File: config.mk
export PLATFORM = sky130hd
export DESIGN_NAME = j_dac_seq
export DESIGN_NICKNAME = d
export VERILOG_FILES = /design/src/rtl/j_dac_seq.sv
export SDC_FILE = /design/constraint.sdc
export NUM_CORES = 1
export LEC_CHECK = 0
export CAP_MARGIN = 10
export CORE_UTILIZATION = 46
export CTS_CLUSTER_DIAMETER = 200
export CTS_CLUSTER_SIZE = 40
export DETAILED_ROUTE_END_ITERATION = 10
export PLACE_DENSITY_LB_ADDON = 0.15
export SLEW_MARGIN = 0
export SYNTH_ARGS = -nofsm -noshare
export SYNTH_HDL_FRONTEND = slang
export SYNTH_SLANG_ARGS = --single-unit
File: constraint.sdc
create_clock -name clk -period 1.69 [get_ports clk]
set_clock_uncertainty 0.1 [all_clocks]
set_input_delay 0.169 -clock clk [delete_from_list [all_inputs] [get_ports clk]]
set_output_delay 0.169 -clock clk [all_outputs]
set_load 0.005 [all_outputs]
File: src/rtl/j_dac_seq.sv
// Stereo DAC frame sequencer: counts 0..period on tick, swaps in a buffered
// sample pair at each frame wrap, and flags underrun when none is waiting.
module j_dac_seq (
  input  logic       clk,
  input  logic       resetl,
  input  logic       tick,
  input  logic       en,
  input  logic [7:0] period,
  input  logic       smp_valid,
  input  logic [6:0] smp_l,
  input  logic [6:0] smp_r,
  output logic       smp_ready,
  output logic [7:0] cnt,
  output logic [6:0] lvl_l,
  output logic [6:0] lvl_r,
  output logic       stop,
  output logic       frame,
  output logic       underrun,
  input  logic       underrun_clr
);

  typedef enum logic [1:0] {IDLE, ARM, RUN, STOPPING} state_e;

  state_e     state_q, state_d;
  logic [7:0] cnt_q, cnt_d, period_q, period_d;
  logic [6:0] lvl_l_q, lvl_l_d, lvl_r_q, lvl_r_d;
  logic [6:0] hold_l_q, hold_l_d, hold_r_q, hold_r_d;
  logic       hold_full_q, hold_full_d;
  logic       frame_q, frame_d, underrun_q, underrun_d;
  logic       accept, at_tc, wrap;

  assign accept = smp_valid & ~hold_full_q;
  assign at_tc  = (cnt_q == period_q);
  assign wrap   = tick & at_tc;

  always_comb begin
    state_d     = state_q;
    cnt_d       = cnt_q;
    period_d    = period_q;
    lvl_l_d     = lvl_l_q;
    lvl_r_d     = lvl_r_q;
    hold_l_d    = hold_l_q;
    hold_r_d    = hold_r_q;
    hold_full_d = hold_full_q | accept;
    frame_d     = 1'b0;
    underrun_d  = underrun_clr ? 1'b0 : underrun_q;
    if (accept) begin
      hold_l_d = smp_l;
      hold_r_d = smp_r;
    end
    case (state_q)
      IDLE: begin
        cnt_d   = '0;
        lvl_l_d = '0;
        lvl_r_d = '0;
        if (en) state_d = ARM;
      end
      ARM: begin
        cnt_d = '0;
        if (!en) begin
          state_d = IDLE;
        end else if (hold_full_q) begin
          lvl_l_d     = hold_l_q;
          lvl_r_d     = hold_r_q;
          hold_full_d = 1'b0;
          period_d    = period;
          state_d     = RUN;
        end
      end
      RUN, STOPPING: begin
        state_d = en ? RUN : STOPPING;
        if (tick) begin
          if (!at_tc) begin
            cnt_d = cnt_q + 8'd1;
          end else begin
            cnt_d    = '0;
            frame_d  = 1'b1;
            period_d = period;
            // A stop request still pending at the wrap ends the run here.
            if (state_q == STOPPING && !en) begin
              lvl_l_d = '0;
              lvl_r_d = '0;
              state_d = IDLE;
            end else if (hold_full_q) begin
              lvl_l_d     = hold_l_q;
              lvl_r_d     = hold_r_q;
              hold_full_d = 1'b0;
            end else begin
              underrun_d = 1'b1;
            end
          end
        end
      end
      default: state_d = IDLE;
    endcase
  end

  always_ff @(posedge clk or negedge resetl) begin
    if (!resetl) begin
      state_q     <= IDLE;
      cnt_q       <= '0;
      period_q    <= '0;
      lvl_l_q     <= '0;
      lvl_r_q     <= '0;
      hold_l_q    <= '0;
      hold_r_q    <= '0;
      hold_full_q <= 1'b0;
      frame_q     <= 1'b0;
      underrun_q  <= 1'b0;
    end else begin
      state_q     <= state_d;
      cnt_q       <= cnt_d;
      period_q    <= period_d;
      lvl_l_q     <= lvl_l_d;
      lvl_r_q     <= lvl_r_d;
      hold_l_q    <= hold_l_d;
      hold_r_q    <= hold_r_d;
      hold_full_q <= hold_full_d;
      frame_q     <= frame_d;
      underrun_q  <= underrun_d;
    end
  end

  assign smp_ready = ~hold_full_q;
  assign cnt       = cnt_q;
  assign lvl_l     = lvl_l_q;
  assign lvl_r     = lvl_r_q;
  assign frame     = frame_q;
  assign underrun  = underrun_q;
  assign stop      = ((state_q == RUN) || (state_q == STOPPING)) && at_tc;

endmodule

==> summary.md <==
| Metric | Value |
|---|---|
| Post-route ant nets | `0` |
| Synth Area in Compound Gates | `between 15 and 20%` |
| Final wirelength | `6.111 mm` |
| CTS tree | `yes` |
| IO Count | `54` |
| Clk_lat worst skew | `0.31 ns` |
| Ys async rst share | `100.0%` |
| Most common cell after layout, fill and taps aside | `clkdlybuf4s50_1` |
| Sequential cell area fraction in the yosys report | `slightly below 50%` |
| Core area | `5172 sq um` |
| Clock share of power | `15.6%` |
| Worst Hold Class | `input pin to asynchronous set/reset pin` |
| Top-area cell type share of the netlist area | `48.93%` |
| EDFF count, synth | `0` |
| Critical Path Max Stage Delay | `0.45 ns` |
| Seq pwr share | `39.0%` |
| Largest family of logic cells by synthesized area | `simple AND/OR/NAND/NOR gates` |
| RSZ-0062 raised after global routing | `yes` |
| First-pass GRT wire length | `between 10 and 15 mm` |
| Yosys top cell by area | `dfrtp_1` |
| Die Area | `5747 sq um` |
| Row count | `26` |
| NumNets Final | `339` |
| Mapped cell area | `2506 sq um` |
| Crit path max fanout | `10` |
| Clock Pin Slew Worst Setup and Hold Paths | `0.10 ns` |
| CTS Sinks | `~50` |
| Multiplexer area fraction after synthesis | `7.539%` |
| Pwr/cell area | `approximately 1300 nW/um^2` |
| TritonRoute pass-1 iters | `4` |
| Count of cell types in the netlist | `48` |
| Number of buffers added on ports | `53` |
| Worst EP arrival | `approximately 1.9 ns` |
| Max-cap violations | `0` |
| Yosys warnings | `0` |
| Initial antenna violation count | `0` |
| Failing checks | `negative setup slack` |
| Post-Place Cells | `around 370` |
| Worst setup SP type | `flop` |
| Synthesized area per cell | `11.88 sq um` |
| CP max stage cell | `dfrtp_2` |
| Final Max Slew Viols | `0` |
| Post-synth net total | `240` |
| Period utilization | `103.2%` |
| Comb pwr share | `~45%` |
| Routed wire per std cell | `between 15 and 20 microns` |
| Drt drc | `0` |
| Rel. slew slack | `72.02%` |
| Fmax | `0.5733 GHz` |
| Die Span X | `75.81 microns` |
| Most frequent cells in the layout | `clkdlybuf4s50_1, dfrtp_1, buf_4, nand2_1, mux2_2` |
| CP delay by family, top | `flip-flops` |
| Internal power | `around 3100 uW` |
| Adder-cell share of the synthesized area | `less than 1%` |
| N_diodes | `0` |
| DP Worst Slack | `-0.1715 ns` |
| Overall Global Routing Usage | `between 20% and 30%` |
| Area share of and/or/nand/nor cells after synthesis | `between 10% and 20%` |
| Flops & latches, synth | `49` |
| Total number of vias | `2097` |
| Initial Utilization | `48.45%` |
| Worst slew pin tran | `0.4196 ns` |
| Share of cells above drive strength 1 | `a little over a third` |
| Largest cells by area after synthesis | `dfrtp_1, mux2_2, xnor2_2` |
| Switching Fraction | `32.39%` |
| Worst Reg-to-Reg Cells | `6` |
| Largest net degree at the start of global routing | `34` |
| Final Hold Vio Count | `0` |
| CP Cell Sequence | `xnor2_4, and4_4, buf_4, a31oi_4, buf_12, a22o_2` |
| Fillers | `378` |
| Synth-to-Final Area Change | `44.63%` |
| Clock Root Buffer | `clkbuf_8` |
| Synth Instances | `211` |
| CP endpoint kind | `flop` |
| Status | `complete, but fails checks` |
| Vias in the first global route | `2084` |
| Gpl congestion | `0.8019` |
| Top_reg_cell synth | `dfrtp_1` |
| Post-layout min period | `1.744 ns` |
| Clock buffer depth | `2` |
| Worst path bufs/invs | `2` |
| Peak supply drop | `0.8549 mV` |
| H-Tree Depth | `2` |
| Xor/xnor share of the synthesized area | `about 6.0%` |
| Switching power | `1498 uW` |
| Kind of critical path | `flop to flop` |
| Cell Count, Final, Fillers Out | `381` |
| Worst setup path start | `cnt[7]` |
| Worst r2r src | `cnt[7]` |
| Critical Path RT | `1.79 ns` |
| TritonCTS buffer count | `5` |
| DR vias/cell | `5.504` |
| Final setup vio count | `16` |
| Cell depth of the worst setup path | `6` |
| Worst setup margin | `-0.05435 ns` |
| Drt initial violations | `between 90 and 100` |
| Die height | `approximately 76 microns` |
| Leak pwr | `approximately 0.0016 uW` |
| GR Overflow Total | `0` |
| Util after Layout | `70.08%` |
| Estimated wirelength of the detail-placed design | `4.311 mm` |
-- worst reg2reg max path, cell delays in order (launching register included) --
cell,delay (ns)
dfrtp_2,0.45
xnor2_4,0.17
and4_4,0.25
buf_4,0.19
a31oi_4,0.12
buf_12,0.16
a22o_2,0.20
-- kinds of logic after synthesis --
kind of cell    Yosys count
compound gates           53
xor+xnor                 10
fa+ha+maj                 1
buf+inv                  17
flops                    49
mux                      17
simple gates             64
-- cell type report --
type                    instances  area [sq um]  area share, %
repair buffers                106         969.7          26.75
flip-flops and latches         49          1230          33.93
multi-input cells             145          1232          34.00
clock buffers                   5         68.82          1.899
clock inverters                 3         25.02         0.6904
well taps                      70         87.58          2.416
inverters                       3         11.26         0.3107
-- metrics by stage --
step                      hold WS, ns  total power [uW]  TNS (ns)  cell area (sq um)
after CTS                      0.2284              4595   -0.7570               3581
after global placement        0.02126              3740    -1.793               3406
after floorplan               -0.2266              2773         0               2506
after global routing           0.2721              4929    -1.700               3625
after detailed placement      0.02516              3811    -2.325               3406
final                          0.2286              4626   -0.6334               3625
-- Yosys cell counts (2+ instances only) --
master    count
clkbuf_1      3
buf_4         2
inv_1         3
dfrtp_1      49
mux2i_1       2
o211ai_1      9
and4_4        2
mux2_2       15
nor3b_1       8
nor3_1        2
xnor2_1       3
nor2_1        7
nor2b_1       4
xnor2_2       6
o21ai_0       4
nand4b_1      8
nand3_1       3
buf_2         7
a22o_2        5
a31oi_1       2
nand2_1      15
a211oi_1      2
a21oi_1      13
nand4_1       2
nand2b_1      4
a22o_1        9
-- repair_timing --
item                                   in CTS  in global routing
pin swaps                                   6                  4
endpoints found under the hold margin      16                  0
hold buffers                                1                  0
gates resized for setup                    10                  9
cloned                                      0                  0
buffers inserted                            6                  1
setup endpoints to repair                  19                 28
-- sequential cells by signal (all words and copies together), names as in the netlist --
register,cells
cnt,8
period_q,8
hold_l_q,7
hold_r_q,7
lvl_l,7
lvl_r,7
state_q,2
frame,1
hold_full_q,1
underrun,1
-- path summary, 6_finish.rpt --
kind	endpoint	slack [ns]
max in group asynchronous	cnt[7]	0.73
worst min-delay path	lvl_r[0]	0.23
worst max-delay path	lvl_l[2]	-0.05
min in group clk	hold_full_q	0.37
worst max register to register	lvl_l[2]	-0.05
worst min register to register	lvl_r[4]	0.40
-- power by group through the flow --
stage	Combinational [uW]	Clock (uW)	Sequential, uW
2_1_floorplan	920	0	1850
3_3_place_gp	1940	0	1800
3_5_place_dp	2000	0	1810
4_1_cts	2050	742	1800
5_1_grt	2290	788	1850
6_report	2100	724	1810
-- per-layer routing --
metal | part of all wire (%) | up-vias | GRT usage [%]
met5 | 0 | - | 0
met4 | 1.2 | 0 | 6.584
met3 | 3.4 | 8 | 3.836
met2 | 50 | 49 | 40.12
met1 | 46 | 1057 | 31.12
li1 | - | 983 | -
No activity file was read; power rests on OpenSTA's default activity.
